[config.mk]
export PLATFORM = sky130hd
export DESIGN_NAME = riscv_lsu_flat
export DESIGN_NICKNAME = d
export VERILOG_FILES = /design/src/rtl/riscv_lsu_if.sv /design/src/rtl/riscv_lsu.sv /design/src/flat_wrapper.sv
export SDC_FILE = /design/constraint.sdc
export NUM_CORES = 1
export LEC_CHECK = 0
export CORE_MARGIN = 5
export CORE_UTILIZATION = 45
export CTS_BUF_LIST = sky130_fd_sc_hd__clkbuf_4 sky130_fd_sc_hd__clkbuf_8
export DETAILED_ROUTE_END_ITERATION = 7
export HOLD_SLACK_MARGIN = 0.03
export PLACE_DENSITY = 0.85
export SYNTH_ARGS = -nofsm -noshare
export SYNTH_HDL_FRONTEND = slang
export SYNTH_SLANG_ARGS = --single-unit
[constraint.sdc]
create_clock -name i_clk -period 4.1 [get_ports i_clk]
set_input_delay 1.025 -clock i_clk [delete_from_list [all_inputs] [get_ports i_clk]]
set_output_delay 1.025 -clock i_clk [all_outputs]
set_load 0.01 [all_outputs]
[src/rtl/riscv_lsu_if.sv]
// Data-memory bus between the load/store unit (master) and data memory (slave).
// Request/grant/rvalid bus between the load/store unit and data memory.
// Handshake: o_dmem_req stays high with we/addr/be/wdata stable until a cycle
// in which i_dmem_gnt is high; that cycle transfers the request. For loads,
// i_dmem_rvalid with i_dmem_rdata follows at least one cycle after the grant.
interface riscv_lsu_if #(
   parameter int XLEN = 32
);
   logic            o_dmem_req;
   logic            o_dmem_we;
   logic [XLEN-1:0] o_dmem_addr;
   logic [3:0]      o_dmem_be;
   logic [XLEN-1:0] o_dmem_wdata;
   logic            i_dmem_gnt;
   logic            i_dmem_rvalid;
   logic [XLEN-1:0] i_dmem_rdata;

   modport master (
      output o_dmem_req, o_dmem_we, o_dmem_addr, o_dmem_be, o_dmem_wdata,
      input  i_dmem_gnt, i_dmem_rvalid, i_dmem_rdata
   );

   modport slave (
      input  o_dmem_req, o_dmem_we, o_dmem_addr, o_dmem_be, o_dmem_wdata,
      output i_dmem_gnt, i_dmem_rvalid, i_dmem_rdata
   );
endinterface

[src/rtl/riscv_lsu.sv]
// RV32I load/store unit: aligns stores onto byte lanes, extends loads, and
// stalls the core across a multi-cycle request/grant/rvalid memory access.
module riscv_lsu #(
   parameter int XLEN = 32
) (
   input  logic            i_clk,
   input  logic            i_rstn,
   input  logic            i_lsu_req,
   input  logic            i_lsu_we,
   input  logic [2:0]      i_lsu_funct3,
   input  logic [XLEN-1:0] i_lsu_addr,
   input  logic [XLEN-1:0] i_lsu_wdata,
   output logic [XLEN-1:0] o_lsu_rdata,
   output logic            o_lsu_done,
   output logic            o_lsu_stall,
   output logic            o_lsu_misalign,
   output logic [1:0]      o_dbg_state,
   riscv_lsu_if.master     dmem
);

   typedef enum logic [1:0] {
      S_IDLE = 2'd0,
      S_REQ  = 2'd1,
      S_WAIT = 2'd2,
      S_DONE = 2'd3
   } state_t;

   state_t          state_q, state_d;
   logic [1:0]      off_q, off_d;
   logic [2:0]      f3_q, f3_d;
   logic            we_q, we_d;
   logic            req_q, req_d;
   logic            dwe_q, dwe_d;
   logic [XLEN-1:0] addr_q, addr_d;
   logic [3:0]      be_q, be_d;
   logic [XLEN-1:0] wdata_q, wdata_d;
   logic [XLEN-1:0] rdata_q, rdata_d;
   logic            done_q, done_d;
   logic            mis_q, mis_d;

   logic            in_byte, in_half, in_mis;
   logic [3:0]      in_be;
   logic [XLEN-1:0] in_wdata;
   logic [XLEN-1:0] shifted, load_ext;

   // Decode of the incoming instruction; funct3[1:0] other than 00/01 is a word.
   always_comb begin
      in_byte  = (i_lsu_funct3[1:0] == 2'b00);
      in_half  = (i_lsu_funct3[1:0] == 2'b01);
      in_mis   = (in_half && i_lsu_addr[0]) ||
                 (!in_byte && !in_half && (i_lsu_addr[1:0] != 2'b00));
      in_be    = 4'b1111;
      in_wdata = i_lsu_wdata;
      if (in_byte) begin
         in_be    = 4'b0001 << i_lsu_addr[1:0];
         in_wdata = {4{i_lsu_wdata[7:0]}};
      end else if (in_half) begin
         in_be    = 4'b0011 << i_lsu_addr[1:0];
         in_wdata = {2{i_lsu_wdata[15:0]}};
      end
   end

   always_comb begin
      shifted  = dmem.i_dmem_rdata >> {off_q, 3'b000};
      load_ext = shifted;
      case (f3_q[1:0])
         2'b00:   load_ext = f3_q[2] ? {24'd0, shifted[7:0]}
                                     : {{24{shifted[7]}}, shifted[7:0]};
         2'b01:   load_ext = f3_q[2] ? {16'd0, shifted[15:0]}
                                     : {{16{shifted[15]}}, shifted[15:0]};
         default: load_ext = dmem.i_dmem_rdata;
      endcase
   end

   always_comb begin
      state_d = state_q;
      off_d   = off_q;
      f3_d    = f3_q;
      we_d    = we_q;
      req_d   = req_q;
      dwe_d   = dwe_q;
      addr_d  = addr_q;
      be_d    = be_q;
      wdata_d = wdata_q;
      rdata_d = rdata_q;
      done_d  = 1'b0;
      mis_d   = 1'b0;
      case (state_q)
         S_IDLE: begin
            if (i_lsu_req) begin
               off_d = i_lsu_addr[1:0];
               f3_d  = i_lsu_funct3;
               we_d  = i_lsu_we;
               if (in_mis) begin
                  state_d = S_DONE;
                  done_d  = 1'b1;
                  mis_d   = 1'b1;
               end else begin
                  state_d = S_REQ;
                  req_d   = 1'b1;
                  dwe_d   = i_lsu_we;
                  addr_d  = {i_lsu_addr[XLEN-1:2], 2'b00};
                  be_d    = in_be;
                  wdata_d = in_wdata;
               end
            end
         end
         S_REQ: begin
            if (dmem.i_dmem_gnt) begin
               req_d   = 1'b0;
               dwe_d   = 1'b0;
               state_d = we_q ? S_DONE : S_WAIT;
               done_d  = we_q;
            end
         end
         S_WAIT: begin
            if (dmem.i_dmem_rvalid) begin
               rdata_d = load_ext;
               done_d  = 1'b1;
               state_d = S_DONE;
            end
         end
         default: state_d = S_IDLE;
      endcase
   end

   always_ff @(posedge i_clk or negedge i_rstn) begin
      if (!i_rstn) begin
         state_q <= S_IDLE;
         off_q   <= 2'd0;
         f3_q    <= 3'd0;
         we_q    <= 1'b0;
         req_q   <= 1'b0;
         dwe_q   <= 1'b0;
         addr_q  <= '0;
         be_q    <= 4'd0;
         wdata_q <= '0;
         rdata_q <= '0;
         done_q  <= 1'b0;
         mis_q   <= 1'b0;
      end else begin
         state_q <= state_d;
         off_q   <= off_d;
         f3_q    <= f3_d;
         we_q    <= we_d;
         req_q   <= req_d;
         dwe_q   <= dwe_d;
         addr_q  <= addr_d;
         be_q    <= be_d;
         wdata_q <= wdata_d;
         rdata_q <= rdata_d;
         done_q  <= done_d;
         mis_q   <= mis_d;
      end
   end

   assign o_lsu_rdata       = rdata_q;
   assign o_lsu_done        = done_q;
   assign o_lsu_misalign    = mis_q;
   assign o_lsu_stall       = i_lsu_req && !done_q;
   assign o_dbg_state       = state_q;
   assign dmem.o_dmem_req   = req_q;
   assign dmem.o_dmem_we    = dwe_q;
   assign dmem.o_dmem_addr  = addr_q;
   assign dmem.o_dmem_be    = be_q;
   assign dmem.o_dmem_wdata = wdata_q;

endmodule

[src/flat_wrapper.sv]
// flat-port wrapper written by rule: the top's interface ports become plain ports
module riscv_lsu_flat 
#(
   parameter int XLEN = 32
)
  (i_clk, i_rstn, i_lsu_req, i_lsu_we, i_lsu_funct3, i_lsu_addr, i_lsu_wdata, o_lsu_rdata, o_lsu_done, o_lsu_stall, o_lsu_misalign, o_dbg_state, dmem_o_dmem_req, dmem_o_dmem_we, dmem_o_dmem_addr, dmem_o_dmem_be, dmem_o_dmem_wdata, dmem_i_dmem_gnt, dmem_i_dmem_rvalid, dmem_i_dmem_rdata);
  riscv_lsu_if #(.XLEN(XLEN)) dmem_i ();
  input  logic i_clk;
  input  logic i_rstn;
  input  logic i_lsu_req;
  input  logic i_lsu_we;
  input  logic [2:0] i_lsu_funct3;
  input  logic [XLEN-1:0] i_lsu_addr;
  input  logic [XLEN-1:0] i_lsu_wdata;
  output logic [XLEN-1:0] o_lsu_rdata;
  output logic o_lsu_done;
  output logic o_lsu_stall;
  output logic o_lsu_misalign;
  output logic [1:0] o_dbg_state;
  output wire logic [$bits(dmem_i.o_dmem_req)-1:0] dmem_o_dmem_req;
  output wire logic [$bits(dmem_i.o_dmem_we)-1:0] dmem_o_dmem_we;
  output wire logic [$bits(dmem_i.o_dmem_addr)-1:0] dmem_o_dmem_addr;
  output wire logic [$bits(dmem_i.o_dmem_be)-1:0] dmem_o_dmem_be;
  output wire logic [$bits(dmem_i.o_dmem_wdata)-1:0] dmem_o_dmem_wdata;
  input wire logic [$bits(dmem_i.i_dmem_gnt)-1:0] dmem_i_dmem_gnt;
  input wire logic [$bits(dmem_i.i_dmem_rvalid)-1:0] dmem_i_dmem_rvalid;
  input wire logic [$bits(dmem_i.i_dmem_rdata)-1:0] dmem_i_dmem_rdata;
  assign dmem_o_dmem_req = dmem_i.o_dmem_req;
  assign dmem_o_dmem_we = dmem_i.o_dmem_we;
  assign dmem_o_dmem_addr = dmem_i.o_dmem_addr;
  assign dmem_o_dmem_be = dmem_i.o_dmem_be;
  assign dmem_o_dmem_wdata = dmem_i.o_dmem_wdata;
  assign dmem_i.i_dmem_gnt = dmem_i_dmem_gnt;
  assign dmem_i.i_dmem_rvalid = dmem_i_dmem_rvalid;
  assign dmem_i.i_dmem_rdata = dmem_i_dmem_rdata;
  riscv_lsu #(.XLEN(XLEN)) u_core (.i_clk(i_clk), .i_rstn(i_rstn), .i_lsu_req(i_lsu_req), .i_lsu_we(i_lsu_we), .i_lsu_funct3(i_lsu_funct3), .i_lsu_addr(i_lsu_addr), .i_lsu_wdata(i_lsu_wdata), .o_lsu_rdata(o_lsu_rdata), .o_lsu_done(o_lsu_done), .o_lsu_stall(o_lsu_stall), .o_lsu_misalign(o_lsu_misalign), .o_dbg_state(o_dbg_state), .dmem(dmem_i));
endmodule
**Word-level counts from Yosys, hierarchy flattened**

Index checks and enable logic that the tools add are counted.

- Bits in registers: 110
- Bits of input ports: 105
- Word-level logic and storage cells: 68

- Equal/unequal tests: 8
- Shift-type cells: 3
- Mux-type cells: 26
- Bitwise logic cells: 1
- Reduce and logical (&&, ||, !) cells: 18

Operators with widths:

| operator | count |
|---|---|
| 2-to-1 mux 32 bit | 4 |
| case mux 32 bit (2 select lines) | 1 |
| right shift 32 x 5 -> 16 bit | 1 |
| 2-to-1 mux 1 bit | 11 |
| 2-to-1 mux 2 bit | 4 |
| 2-to-1 mux 4 bit | 2 |
| inequality test 2 bit (second input constant) | 4 |
| equality test 2 x 1 -> 1 bit (second input constant) | 3 |
| zero test 2 bit | 3 |
| case mux 2 bit (3 select lines) | 1 |
| AND reduction 3 bit | 2 |
| logical AND 1 bit | 4 |
| case mux 1 bit (2 select lines) | 2 |
| AND reduction 2 bit | 2 |
| AND reduction 4 bit | 1 |
| nonzero test 2 bit | 2 |
| << shifter 1 x 2 -> 4 bit (first input constant) | 1 |
| << shifter 2 x 2 -> 4 bit (first input constant) | 1 |
| zero test 1 bit | 3 |
| case mux 1 bit (3 select lines) | 1 |
| equality test 2 bit (second input constant) | 1 |
| logical OR 1 bit | 1 |
| NOT 1 bit | 1 |

**Logic depth before layout (Yosys ltp)**

- Depth after elaboration: 8
- Mapped depth: 8

**Worst setup path before layout**

OpenSTA, ideal clock, no wires.

- Path kind: input port to flip-flop
- Start point: in i_lsu_addr[0]
- End point: reg u_core.addr_q[10] (netlist: u_core.dmem.o_dmem_addr[10])
- Library setup time: 0.125 ns
- Data arrival time: 2.204 ns
- Data required time: 3.975 ns
- Path slack: 1.772 ns
- Cell stages on the path: 7
- Buffers on the path: 2
- Cell sequence: inv_1 -> ha_1 -> nand2b_1 -> nand4_1 -> buf_2 -> buf_4 -> mux2_2

- Longest elaborated chain between the ends: 5
- Elaborated cells on any way between the ends: 6
- Classes of those cells: bitwise: 1; reduce/logical: 5

Ends and longest elaborated chain:

| item | RTL line | RTL |
|---|---|---|
| start: declaration | flat_wrapper.sv:13 | `input logic [XLEN-1:0] i_lsu_addr;` |
| nonzero test 2 bit | riscv_lsu.sv:51 | `(!in_byte && !in_half && (i_lsu_addr[1:0] != 2'b00));` |
| logical AND 1 bit | riscv_lsu.sv:51 |  |
| logical OR 1 bit * | riscv_lsu.sv:50 | `in_mis = (in_half && i_lsu_addr[0]) \|\|` |
| NOT 1 bit (no line) * | n/a |  |
| AND reduction 3 bit (no line) * | n/a |  |
| end signal: assignment | riscv_lsu.sv:148 | `addr_q <= addr_d;` |
| end: declaration | riscv_lsu.sv:34 | `logic [XLEN-1:0] addr_q, addr_d;` |

Every way passes the cells marked *; elsewhere a longest branch is shown, timed or not.
A chain may end at the register's enable or synchronous reset.

**Worst setup path in the final report**

- Start point: in i_lsu_req
- End point: out o_lsu_stall

- Longest elaborated chain between the ends: 1

Ends and longest elaborated chain:

| item | RTL line | RTL |
|---|---|---|
| start: declaration | flat_wrapper.sv:10 | `input logic i_lsu_req;` |
| logical AND 1 bit | riscv_lsu.sv:160 | `assign o_lsu_stall = i_lsu_req && !done_q;` |
| end: declaration | flat_wrapper.sv:17 | `output logic o_lsu_stall;` |

No other way between the ends.

==> flow_summary.json <==
{
  "drv_cap": 0,
  "cts.sinks": 110,
  "avgRoutedWirePerCell_um": 17.64,
  "ys_types": 44,
  "yosys-top-cells-area": "dfrtp_1 52%, mux2_2 7.5%, mux2i_1 6.3%",
  "worstMarginPinSlew_ns": 0.8820,
  "syn_area_per_cell_um2": 10.57,
  "num-nets-final": 800,
  "final_cell_area_um2": 7665,
  "hold_path.class": "flop to flop",
  "sequentialPowerShare_pct": 36.7,
  "synth_edf_count": 0,
  "layout-drive-gt1-share_pct": 10.40,
  "numCtsBuffers": 9,
  "postCtsSetupBuffers": 0,
  "cts_root_buf": "clkbuf_8",
  "arrival_ns": 2.33,
  "setup_violations": 0,
  "die_w_um": 118.1,
  "area_growth_pct": 45.86,
  "p_int_mw": 3.479,
  "clk_latency_ns": 0.36,
  "power.switching_mw": 1.854,
  "synthMostInstantiatedCell": "dfrtp_1",
  "vias": 4384,
  "globalplace.congestion": 0.8631,
  "place_ws_ns": 0.7510,
  "antenna_found_initial": 0,
  "initial_core_util_pct": 46.02,
  "slew_violations": 0,
  "wl_um": 14730,
  "n_antenna_cell": 0,
  "syn_area_um2": 5255,
  "fmax_mhz": 298.0,
  "fillers": 904,
  "synth_async_sr_flop_share_pct": 100.0,
  "core-area_um2": 11420,
  "drc_errors": 0,
  "hold_viol": 0,
  "rsz0062_at_grt": "false",
  "path_clk_slew_ns": 0.10,
  "tns_ns": 0,
  "finalCritPeriodShare_pct": 81.85,
  "fp.dieH_um": 118.1,
  "start_kind": "input port",
  "clkPwrFrac_pct": 14.7,
  "required_ns": 3.07,
  "post-route-min-period_ns": 3.356,
  "criticalPathCategory": "input port to output pin",
  "yosysWarningCount": 0,
  "clock_path_buffers": 2,
  "placed_cell_area_um2": 7413,
  "synth.ff_latch_count": 110,
  "post-synth-top-area-cell": "dfrtp_1",
  "p_per_area_nw_per_um2": 695.7,
  "syn_inst": 497,
  "fp-row-count": 39,
  "drtIter0Drc": 315,
  "grt_pass1_wl_um": 24260,
  "postLayoutCoreUtil_pct": 67.13,
  "outcome": "completed",
  "hpwl_um": 11200,
  "h-tree-depth": 3,
  "cts_resized": 0,
  "grt.overflow.total": 0,
  "num_io_pins": 212,
  "ant_nets": 0,
  "ir_drop_uv": 408.2,
  "drt-pass1-iter-count": 5,
  "grt_pass1_vias": 4650,
  "setup_ws_ns": 0.7441,
  "detail_route.vias_per_cell": 5.250,
  "combPwrFrac_pct": 48.6,
  "power_leakage_nw": 3.443,
  "dieArea_um2": 13940,
  "io_buffer_count": 209,
  "grt_max_degree": 93,
  "yosys-top-cells-count": "110 x dfrtp_1, 70 x nand2_1, 43 x o21ai_0",
  "skew_ns": 0.01242,
  "hold_buffers": 0,
  "cts_tree": "yes",
  "synth-main-ff-cell": "dfrtp_1",
  "synth_top_area_share_pct": 52.38,
  "holdWs_ns": 0.4877,
  "seq_area_frac_synth_pct": 52.38,
  "slew_headroom_pct": 41.20,
  "crit_fanout": 5,
  "grtUsageTotal_pct": 21.17,
  "netSwitchingFraction_pct": 34.76,
  "cp-end-kind": "output pin"
}
-- routing by layer --
| metal | GRT usage [%] | wire (um) |
|---|---|---|
| met1 | 24.23 | 5689 |
| met2 | 36.60 | 7486 |
| met3 | 7.016 | 1262 |
| met4 | 7.885 | 294 |
| met5 | 0 | 0 |
-- final cells by class --
type | instances | area, um^2 | share of cell area [%]
Clock buffer | 11 | 145.1 | 1.894
Timing Repair Buffer | 215 | 2160 | 28.17
Multi-Input combinational cell | 339 | 2277 | 29.71
Clock inverter | 5 | 106.4 | 1.388
Tap cell | 143 | 178.9 | 2.334
Inverter | 12 | 45.04 | 0.5877
Sequential cell | 110 | 2753 | 35.91
-- power groups by stage --
stage          logic (mW)  registers [mW]  clock network [mW]
6_report             2.59            1.96               0.785
4_1_cts              2.62            1.96               0.809
3_3_place_gp         2.54            1.94                   0
2_1_floorplan        1.09            2.10                   0
5_1_grt              2.83            2.03               0.855
3_5_place_dp         2.61            1.97                   0
-- logic make-up after synthesis --
family                     count (synthesis)  synth area share [%]
and+or+nand+nor                          146                 12.95
DFF                                      110                 52.38
AOI/OAI and AO/OA                        104                 11.95
muxes                                     78                 16.21
buffers and inverters                     49                 4.357
adders and majority gates                  8                 1.905
other                                      1               0.07136
xor gates and xnor gates                   1                0.1667
-- stage by stage --
stage | total power [mW] | cells
after global routing | 5.712 | 835
after global placement | 4.480 | 819
final | 5.333 | 835
after floorplan | 3.192 | 498
after CTS | 5.389 | 835
after detailed placement | 4.589 | 819
-- worst max-delay path, stage by stage --
cell and delay, ns:
clkdlybuf4s50_1 0.56, inv_1 0.09, nor2_1 0.11, clkdlybuf4s50_1 0.54
-- placed cells by master (no fill, tap or decap), types with 2 or more instances in the layout --
master           synthesis  layout
clkdlybuf4s50_1          0     208
dfrtp_1                110     110
nand2_1                 70      70
o21ai_0                 43      43
mux2_2                  35      35
mux2i_1                 33      33
nor2_1                  28      28
nand3_1                 23      23
a21oi_1                 19      19
inv_1                   12      12
nand3_2                 10      10
clkbuf_8                 0      10
mux2_1                   9       9
a2bb2oi_1                8       8
ha_1                     8       8
a21o_1                   7       7
o22ai_1                  7       7
buf_4                    7       5
nor2b_1                  4       4
o21ai_1                  4       4
nand2b_1                 3       3
bufinv_16                0       3
a31oi_1                  2       2
a211oi_1                 2       2
a211o_1                  2       2
nor2_2                   2       2
a22oi_1                  2       2
o211ai_1                 2       2
conb_1                   1       2
buf_12                   0       2
-- worst paths after layout --
| path | start | to | slack (ns) | depth (start not counted) |
|---|---|---|---|---|
| setup / recovery | i_lsu_req | o_lsu_stall | 0.74 | 4 |
| hold / removal | u_core.dmem.o_dmem_wdata[20] | u_core.dmem.o_dmem_wdata[20] | 0.49 | 2 |
| min in group asynchronous | i_rstn | u_core.o_lsu_rdata[5] | 0.70 | 1 |
| max in group asynchronous | i_rstn | u_core.dmem.o_dmem_wdata[24] | 2.60 | 2 |
| hold reg to reg | u_core.dmem.o_dmem_wdata[20] | u_core.dmem.o_dmem_wdata[20] | 0.49 | 2 |
| setup reg to reg | u_core.off_q[1] | u_core.o_lsu_rdata[16] | 1.78 | 4 |
-- state kept, by name, summed over array words and instances, names as in the netlist, 2 cells and up --
| name | count |
|---|---|
| u_core.dmem.o_dmem_wdata | 32 |
| u_core.o_lsu_rdata | 32 |
| u_core.dmem.o_dmem_addr | 30 |
| u_core.dmem.o_dmem_be | 4 |
| u_core.f3_q | 3 |
| u_core.o_dbg_state | 2 |
| u_core.off_q | 2 |
Note: power is estimated with default switching activity, not from simulation.
